File: config.mk
export PLATFORM = sky130hd
export DESIGN_NAME = rcs64_serial_sub
export DESIGN_NICKNAME = d
export VERILOG_FILES = /design/src/rtl/rcs_pkg.sv /design/src/rtl/sub_chunk.sv /design/src/rtl/rcs64_serial_sub.sv
export SDC_FILE = /design/constraint.sdc
export NUM_CORES = 1
export LEC_CHECK = 0
export CAP_MARGIN = 20
export CORE_MARGIN = 2
export CORE_UTILIZATION = 48
export DETAILED_ROUTE_END_ITERATION = 7
export GPL_TIMING_DRIVEN = 0
export PLACE_DENSITY = 0.83
export SYNTH_ARGS = -nofsm -noshare
export SYNTH_HDL_FRONTEND = slang
export SYNTH_HIERARCHICAL = 1
export SYNTH_SLANG_ARGS = --single-unit
File: constraint.sdc
create_clock -name clock -period 8.4 [get_ports clock]
set_clock_uncertainty 0.2 [all_clocks]
set_input_delay 1.68 -clock clock [delete_from_list [all_inputs] [get_ports clock]]
set_output_delay 1.68 -clock clock [all_outputs]
set_load 0.005 [all_outputs]
File: src/rtl/rcs_pkg.sv
// Shared definitions for the serial ripple-borrow subtractor: state encoding and chunk math.
package rcs_pkg;

    // State encoding, kept as named constants so the arithmetic unit can decode them.
    localparam logic [1:0] S_IDLE = 2'd0;
    localparam logic [1:0] S_RUN  = 2'd1;
    localparam logic [1:0] S_DONE = 2'd2;

    typedef enum logic [1:0] {
        ST_IDLE = S_IDLE,
        ST_RUN  = S_RUN,
        ST_DONE = S_DONE
    } rcs_state_t;

    // Number of chunk cycles for a given operand width and chunk size.
    function automatic int unsigned calc_nch(input int unsigned width, input int unsigned chunk);
        return width / chunk;
    endfunction

    // Counter width; never zero, even for a single-chunk configuration.
    function automatic int unsigned calc_cw(input int unsigned nch);
        return (nch > 1) ? $clog2(nch) : 1;
    endfunction

endpackage

File: src/rtl/sub_chunk.sv
// Combinational CHUNK-bit ripple-borrow subtractor built from full-subtractor cells.
module sub_chunk #(
    parameter int unsigned CHUNK = 8
) (
    input  logic [CHUNK-1:0] a,
    input  logic [CHUNK-1:0] b,
    input  logic             bin,
    output logic [CHUNK-1:0] d,
    output logic             bout
);

    logic [CHUNK:0] br;

    assign br[0] = bin;

    // One full-subtractor cell per bit; borrow ripples from LSB to MSB.
    for (genvar i = 0; i < CHUNK; i++) begin : g_cell
        assign d[i]    = a[i] ^ b[i] ^ br[i];
        assign br[i+1] = (~a[i] & b[i]) | (~(a[i] ^ b[i]) & br[i]);
    end

    assign bout = br[CHUNK];

endmodule

File: src/rtl/rcs64_serial_sub.sv
// Multi-cycle subtractor: diff = op1 - op2 - bin, one CHUNK per clock, LSB chunk first.
module rcs64_serial_sub
    import rcs_pkg::*;
#(
    parameter int unsigned WIDTH = 64,
    parameter int unsigned CHUNK = 8
) (
    input  logic             clock,
    input  logic             reset,
    input  logic             start,
    input  logic [WIDTH-1:0] op1,
    input  logic [WIDTH-1:0] op2,
    input  logic             bin,
    output logic             busy,
    output logic             done,
    output logic [WIDTH-1:0] diff,
    output logic             brout,
    output logic             ovf
);

    localparam int unsigned NCH = calc_nch(WIDTH, CHUNK);
    localparam int unsigned CW  = calc_cw(NCH);
    localparam logic [CW-1:0] CNT_LAST = CW'(NCH - 1);

    rcs_state_t state_q, state_d;

    logic [WIDTH-1:0] op1_q, op2_q, acc_q, acc_next;
    logic             borrow_q;
    logic [CW-1:0]    cnt_q;
    logic [WIDTH-1:0] diff_q;
    logic             brout_q, ovf_q;

    logic [CHUNK-1:0] ch_a, ch_b, ch_d;
    logic             ch_bout;
    logic             accept;
    logic             last_chunk;

    // Single subtractor slice, steered to the active chunk by the counter.
    sub_chunk #(
        .CHUNK (CHUNK)
    ) u_sub_chunk (
        .a    (ch_a),
        .b    (ch_b),
        .bin  (borrow_q),
        .d    (ch_d),
        .bout (ch_bout)
    );

    // Select the active chunk of each operand and merge the new result chunk into the accumulator.
    always_comb begin
        ch_a     = op1_q[int'(cnt_q) * CHUNK +: CHUNK];
        ch_b     = op2_q[int'(cnt_q) * CHUNK +: CHUNK];
        acc_next = acc_q;
        acc_next[int'(cnt_q) * CHUNK +: CHUNK] = ch_d;
    end

    assign last_chunk = (cnt_q == CNT_LAST);
    assign accept     = start && (state_q == ST_IDLE || state_q == ST_DONE);

    // Next-state logic; start is only honoured in IDLE or DONE.
    always_comb begin
        state_d = state_q;
        unique case (state_q)
            ST_IDLE: if (start) state_d = ST_RUN;
            ST_RUN:  if (last_chunk) state_d = ST_DONE;
            ST_DONE: state_d = start ? ST_RUN : ST_IDLE;
            default: state_d = ST_IDLE;
        endcase
    end

    // State register.
    always_ff @(posedge clock or posedge reset) begin
        if (reset) begin
            state_q <= ST_IDLE;
        end else begin
            state_q <= state_d;
        end
    end

    // Working registers, accumulator, borrow and chunk counter.
    always_ff @(posedge clock or posedge reset) begin
        if (reset) begin
            op1_q    <= '0;
            op2_q    <= '0;
            acc_q    <= '0;
            borrow_q <= 1'b0;
            cnt_q    <= '0;
        end else if (accept) begin
            op1_q    <= op1;
            op2_q    <= op2;
            acc_q    <= '0;
            borrow_q <= bin;
            cnt_q    <= '0;
        end else if (state_q == ST_RUN) begin
            acc_q    <= acc_next;
            borrow_q <= ch_bout;
            cnt_q    <= last_chunk ? '0 : cnt_q + 1'b1;
        end
    end

    // Result registers; updated only on the edge that enters DONE so partials never show.
    always_ff @(posedge clock or posedge reset) begin
        if (reset) begin
            diff_q  <= '0;
            brout_q <= 1'b0;
            ovf_q   <= 1'b0;
        end else if (state_q == ST_RUN && last_chunk) begin
            diff_q  <= acc_next;
            brout_q <= ch_bout;
            ovf_q   <= (op1_q[WIDTH-1] != op2_q[WIDTH-1]) && (acc_next[WIDTH-1] != op1_q[WIDTH-1]);
        end
    end

    assign busy  = (state_q == ST_RUN);
    assign done  = (state_q == ST_DONE);
    assign diff  = diff_q;
    assign brout = brout_q;
    assign ovf   = ovf_q;

endmodule
==> flow_summary_export.csv, run 1 <==
group,metric,value,unit
cts,cts_buffers,27,
cts,cts_hold_buf,0,
route,drt_iter0_drc,743,
hold_path,worstHoldPathType,"reg2reg",
worst_setup_path,startpoint_type,"flip-flop",
yosys,synth_area,11900,µm²
global_route,grt_pass1_wl,54500,µm
power_and_ir_drop,leakage,7.13,nW
yosys,synth_top_cell_area_share,55.5,%
route,drc_errors,0,
sta,slew_headroom,45.9,%
place,place.gp.congestion,0.893,
global_route,antenna_found_initial,1,
yosys,synthTopCellsByCount,"nand2_1, dfrtp_1, nor2_1",
yosys,ys_seq_elements,264,
cts,cts_setup_buffers,0,
cts,clk_latency,0.54,ns
cells_and_area,drive_gt1_share,7.37,%
worst_setup_path,path_cells,"buf_6, buf_4, buf_4, mux4_2, nand2_1, nand2_1, inv_1, fa_1, inv_1, fa_1, fa_1, fa_1, fa_1, fa_1, fa_1, inv_1, fa_1, nand2b_1, nor2_1, o41a_1, a21oi_1",
cells_and_area,nNetsFinal,1609,
worst_setup_path,worstPathMaxFanout,10,
cells_and_area,num_antenna_cells,0,
worst_setup_path,r2r-start,"cnt_q[0]",
worst_setup_path,cp_data_arrival_time,6.72,ns
route,via_per_inst,5.56,
worst_setup_path,crit_family,"adder cells",
sta,finalSetupViolCount,0,
yosys,synthCells,1227,
sta,fmax,0.155,GHz
yosys,synth_edf_count,0,
worst_setup_path,critPathSlowestCell,"mux4_2",
worst_setup_path,crit_path_end_kind,"flip-flop",
worst_setup_path,critPathKind,"reg2reg",
cts,clock_path_buffers,3,
floorplan,initial_utilization,49.0,%
sta,post-route-min-period,6.46,ns
flow_run,maxCapViolCount,0,
place,dp.cells,1756,
worst_setup_path,r2r_cells,21,
global_route,gr-total-overflow,0,
sta,setup_ws,1.94,ns
sta,tns,0,ns
route,drtPass1Iterations,5,
yosys,yosysMostFrequentCell,"nand2_1",
worst_setup_path,startpoint,"cnt_q[0]",
sta,final-hold-violation-count,0,
cts,clkTransAtPathRegs,0.06,ns
worst_setup_path,cpMostUsedCell,"fa_1",
yosys,ys.flop_type,"dfrtp_1",
hold_path,hold_depth,2,
global_route,grt_max_degree,45,
floorplan,ios,200,
route,via_count,10000,
yosys,syn_area_per_cell,9.71,µm²
outcome,status,"complete, no violations",
cts,cts.sinks,264,
cts,cts_resized,0,
place,dp_hpwl,24700,µm
global_route,grt_usage,26.4,%
yosys,synthArstFlopShare,100,%
cts,htreeDepth,1,
sta,rsz0062_at_grt,"no",
hold_path,holdCritStartpoint,"op1_q[18]",
route,antenna_left,0,
cells_and_area,instances_no_fill,1802,
floorplan,die_y,162,µm
yosys,synthTopCellsByArea,"dfrtp_1, nand2_1, mux4_2, a22o_1, nor2_1",
route,wire_per_inst,18.9,µm
power_and_ir_drop,power_density,461,nW/µm²
yosys,yosysWarnings,6,
cells_and_area,multi_input_area,4870,µm²
sta,maxSlewViolCount,0,
place,dp_worst_setup_slack,2.03,ns
worst_setup_path,crit_cells,21,
global_route,first_global_vias,10300,
yosys,synth_top_area_cell,"dfrtp_1",
power_and_ir_drop,fin_total_pwr,0.00705,W
floorplan,die-area,26100,µm²
yosys,synth_nets,1375,
floorplan,rows,57,
floorplan,core_region_area,24300,µm²
sta,finalCritPeriodShare,76.9,%
worst_setup_path,crit_required,8.66,ns
worst_setup_path,crit_buf_inv,6,
floorplan,fp.dieW,162,µm
cells_and_area,fillers,1958,
power_and_ir_drop,peakVddDrop,539,µV
route,wl,34100,µm
cts,cts_root_buf,"clkbuf_16",
worst_setup_path,crit_path_max_incr_delay,0.56,ns
place,portBuffers,199,
cts,cts_tree,"yes",
cells_and_area,syn_to_final_growth,28.4,%
yosys,seq_area_frac_synth,55.5,%
yosys,yosysUniqueCellTypes,55,
cells_and_area,regArea,6610,µm²
sta,tightest_slew,0.812,ns
==> worst register-to-register path, delay by kind of cell (launching register included) <==
kind                       cells  cell delay, ns
DFF                            1            0.43
muxes                          1            0.57
and+or+nand+nor                4            0.68
AOI/OAI and AO/OA              2            0.54
buffers and inverters          6            0.93
adders and majority gates      8            3.07
==> final cells by class <==
type | count | share of cell area [%]
Inverter | 26 | 0.663
Clock inverter | 5 | 0.532
Tap cell | 324 | 2.65
Timing Repair Buffer | 205 | 13.8
Multi-Input combinational cell | 860 | 31.8
Sequential cell | 264 | 43.2
Buffer | 77 | 2.23
Clock buffer | 41 | 5.09
==> sequential cells by signal (all words and copies together) (netlist names) <==
name,count
ovf,1
diff,64
brout,1
borrow_q,1
op1_q,64
op2_q,64
cnt_q,3
state_q,2
acc_q,64
==> per-layer routing <==
layer  GRT usage (%)  up-vias  wire length (µm)
met5               0        -                13
met4            8.40        2              1090
met3            4.13       85              2730
met2            44.6      491             16600
met1            35.4     4888             13700
li1                -     4549                 -
==> per-stage QoR <==
step | util, % | hold slack, ns | area (µm²)
floorplan | - | 0.240 | 11900
global placement | 58.9 | 0.252 | 14300
detailed placement | 59.4 | 0.259 | 14400
CTS | 62.9 | 0.274 | 15300
global route | 62.9 | 0.291 | 15300
finish | 62.9 | 0.275 | 15300
==> logic make-up after synthesis <==
family                     Yosys count  share of synthesized area [%]
buffers and inverters              103                           3.69
and+or+nand+nor                    629                           21.6
AOI/OAI and AO/OA                  175                           10.4
DFF                                264                           55.5
adders and majority gates           16                           2.18
muxes                               40                           6.72
==> placed cells by master (no fill, tap or decap), types with 3 or more instances in the layout <==
cell	n
nand2_1	493
clkbuf_1	60
nor2_1	71
inv_1	23
nor2b_1	12
o2bb2ai_1	28
o21ai_0	44
clkbuf_16	27
buf_1	5
mux2i_1	8
a32o_1	3
a21oi_1	32
nand2b_1	10
buf_2	15
buf_12	6
buf_6	3
mux4_2	32
a221oi_1	14
nand3_1	16
clkbuf_8	5
dfrtp_1	264
nand4b_1	3
buf_4	3
fa_1	8
clkdlybuf4s50_1	199
a22o_1	32
ha_1	8
a31oi_1	8
==> where the power goes <==
group          internal (W)  switching (W)  total, W
Sequential          0.00181       0.000319   0.00213
Clock              0.000695       0.000492   0.00119
Combinational       0.00131        0.00243   0.00374
==> path summary, 6_finish.rpt <==
path                       slack [ns]   endpoint
min                              0.27  op1_q[18]
max                              1.94        ovf
max reg2reg                      1.94        ovf
min reg2reg                      0.27  op1_q[18]
max in group asynchronous        5.56  op2_q[24]
min in group asynchronous        1.29  acc_q[53]
Power figures use the tool's default switching activity.
==> run 2, diff against run 1 <==
CORE_UTILIZATION = 54   (was 48)
PLACE_DENSITY = 0.88   (was 0.83)
clock period = 5.95 ns   (was 8.4 ns; I/O delays follow)
==> flow_summary_export.csv, run 2 (same netlist as run 1, synthesis figures left out) <==
group,metric,value,unit
outcome,status,"complete, no violations",
sta,finalSetupViolCount,0,
cells_and_area,final_cell_mix,"nand2_1, dfrtp_1, clkdlybuf4s50_1",
worst_setup_path,crit_path_end_kind,"flip-flop",
global_route,antenna_found_initial,0,
cells_and_area,regArea,6610,µm²
floorplan,die_y,153,µm
cts,clkTransAtPathRegs,0.06,ns
sta,hold_ws,0.269,ns
worst_setup_path,startpoint_type,"flip-flop",
sta,tightest_slew,0.729,ns
sta,rsz0062_at_grt,"no",
worst_setup_path,crit_family,"adder cells",
cells_and_area,nNetsFinal,1612,
floorplan,initial_utilization,54.8,%
worst_setup_path,critPathKind,"reg2reg",
cts,clk_latency,0.53,ns
cells_and_area,drive_gt1_share,8.37,%
route,via_per_inst,5.78,
floorplan,core_region_area,21800,µm²
worst_setup_path,worstPathMaxFanout,10,
worst_setup_path,r2r-start,"cnt_q[1]",
hold_path,worstHoldPathType,"reg2reg",
power_and_ir_drop,power_density,668,nW/µm²
global_route,grt_pass1_wl,54700,µm
global_route,grt_usage,29.5,%
sta,finalCritPeriodShare,96.7,%
worst_setup_path,cpMostUsedCell,"fa_1",
worst_setup_path,r2r_slack,0.19,ns
sta,post-route-min-period,5.76,ns
worst_setup_path,r2r-end,"ovf",
route,antenna_left,0,
cells_and_area,fillers,1562,
floorplan,fp.dieW,153,µm
cts,cts_buffers,26,
route,drc_errors,0,
route,drt_iter0_drc,879,
hold_path,min_to,"op2_q[27]",
global_route,grt_max_degree,46,
hold_path,hold_depth,2,
worst_setup_path,path_cells,"buf_2, clkbuf_4, mux4_2, nand2_1, nand2_1, inv_1, fa_1, inv_1, fa_1, fa_1, fa_2, fa_1, fa_1, fa_1, inv_1, fa_2, nand2b_4, nor2_1, o41a_1, a21oi_1",
global_route,gr-total-overflow,0,
sta,final-hold-violation-count,0,
place,dp_hpwl,24400,µm
power_and_ir_drop,peakVddDrop,789,µV
worst_setup_path,crit_buf_inv,5,
sta,slew_headroom,51.4,%
cells_and_area,num_antenna_cells,0,
worst_setup_path,r2r_cells,20,
cts,cts_tree,"yes",
worst_setup_path,cp_data_arrival_time,6.01,ns
floorplan,die-area,23300,µm²
worst_setup_path,crit_required,6.21,ns
route,wl,34100,µm
floorplan,ios,200,
cts,clock_path_buffers,3,
cells_and_area,final_common_cell,"nand2_1",
cells_and_area,syn_to_final_growth,29.1,%
worst_setup_path,crit_path_max_incr_delay,0.49,ns
hold_path,holdCritStartpoint,"op2_q[27]",
route,drtPass1Iterations,5,
cts,cts.sinks,264,
cells_and_area,multi_input_area,4880,µm²
cts,htreeDepth,1,
cts,cts_root_buf,"clkbuf_16",
sta,fmax,0.174,GHz
global_route,first_global_vias,10400,
worst_setup_path,crit_cells,20,
place,place.gp.congestion,0.919,
cts,cts_hold_buf,0,
floorplan,rows,54,
power_and_ir_drop,leakage,7.20,nW
route,via_count,10200,
sta,maxSlewViolCount,0,
place,portBuffers,199,
flow_run,maxCapViolCount,0,
route,wire_per_inst,19.4,µm
worst_setup_path,critPathSlowestCell,"fa_2",
cells_and_area,fin_util,70.7,%
-- run 2: cell type report --
cell class / count / share of cell area (%)
repair buffers: 210 / 14.1
clock buffers: 38 / 5.12
inverters: 26 / 0.659
flip-flops and latches: 264 / 43.0
clock inverters: 8 / 0.765
multi-input cells: 860 / 31.7
plain buffers: 76 / 2.35
well taps: 280 / 2.28
-- run 2: metal layers --
layer / track usage (%) / vias up / wire length [µm]
met5: 0 / - / 0
met4: 12.4 / 0 / 1450
met3: 4.84 / 118 / 2890
met2: 49.8 / 537 / 16900
met1: 38.3 / 4976 / 12900
li1: - / 4559 / -
-- run 2: worst min-delay path: cells and delay by family (launching register included) --
kind / cells / cell delay, ns
AND/OR/NAND/NOR: 2 / 0.10
flip-flops: 1 / 0.34
-- run 2: worst max path at each step --
stage	startpoint	to	slack (ns)
floorplan	cnt_q[0]	ovf	0.32
global placement	reset	op2_q[19]	-0.62
detailed placement	cnt_q[1]	ovf	-0.42
CTS	cnt_q[1]	ovf	0.03
global route	cnt_q[1]	ovf	0.04
finish	cnt_q[1]	ovf	0.19
-- run 2: report_power, final --
part / leakage (nW) / switching [W] / internal (W)
sequential: 3.40 / 0.000450 / 0.00255
clock: 0.446 / 0.000692 / 0.00104
combinational: 3.36 / 0.00354 / 0.00200
total: 7.20 / 0.00468 / 0.00559
-- run 2: stage by stage --
stage	setup WS (ns)	instance area, µm²	total power, W	cells	setup TNS [ns]
after CTS	0.0280	15400	0.0100	1760	0
after detailed placement	-0.421	14400	0.00814	1713	-1.83
after global placement	-0.618	14300	0.00792	1706	-158.45
after global routing	0.0429	15400	0.0108	1762	0
after floorplan	0.323	11900	0.00599	1227	0
final	0.195	15400	0.0103	1762	0
-- run 2: what timing repair did --
item | in CTS | in global routing
endpoints found under the hold margin | 0 | 0
setup buffers | 1 | 3
gates resized for setup | 12 | 5
pin swaps | 0 | 1
setup endpoints to repair | 15 | 7
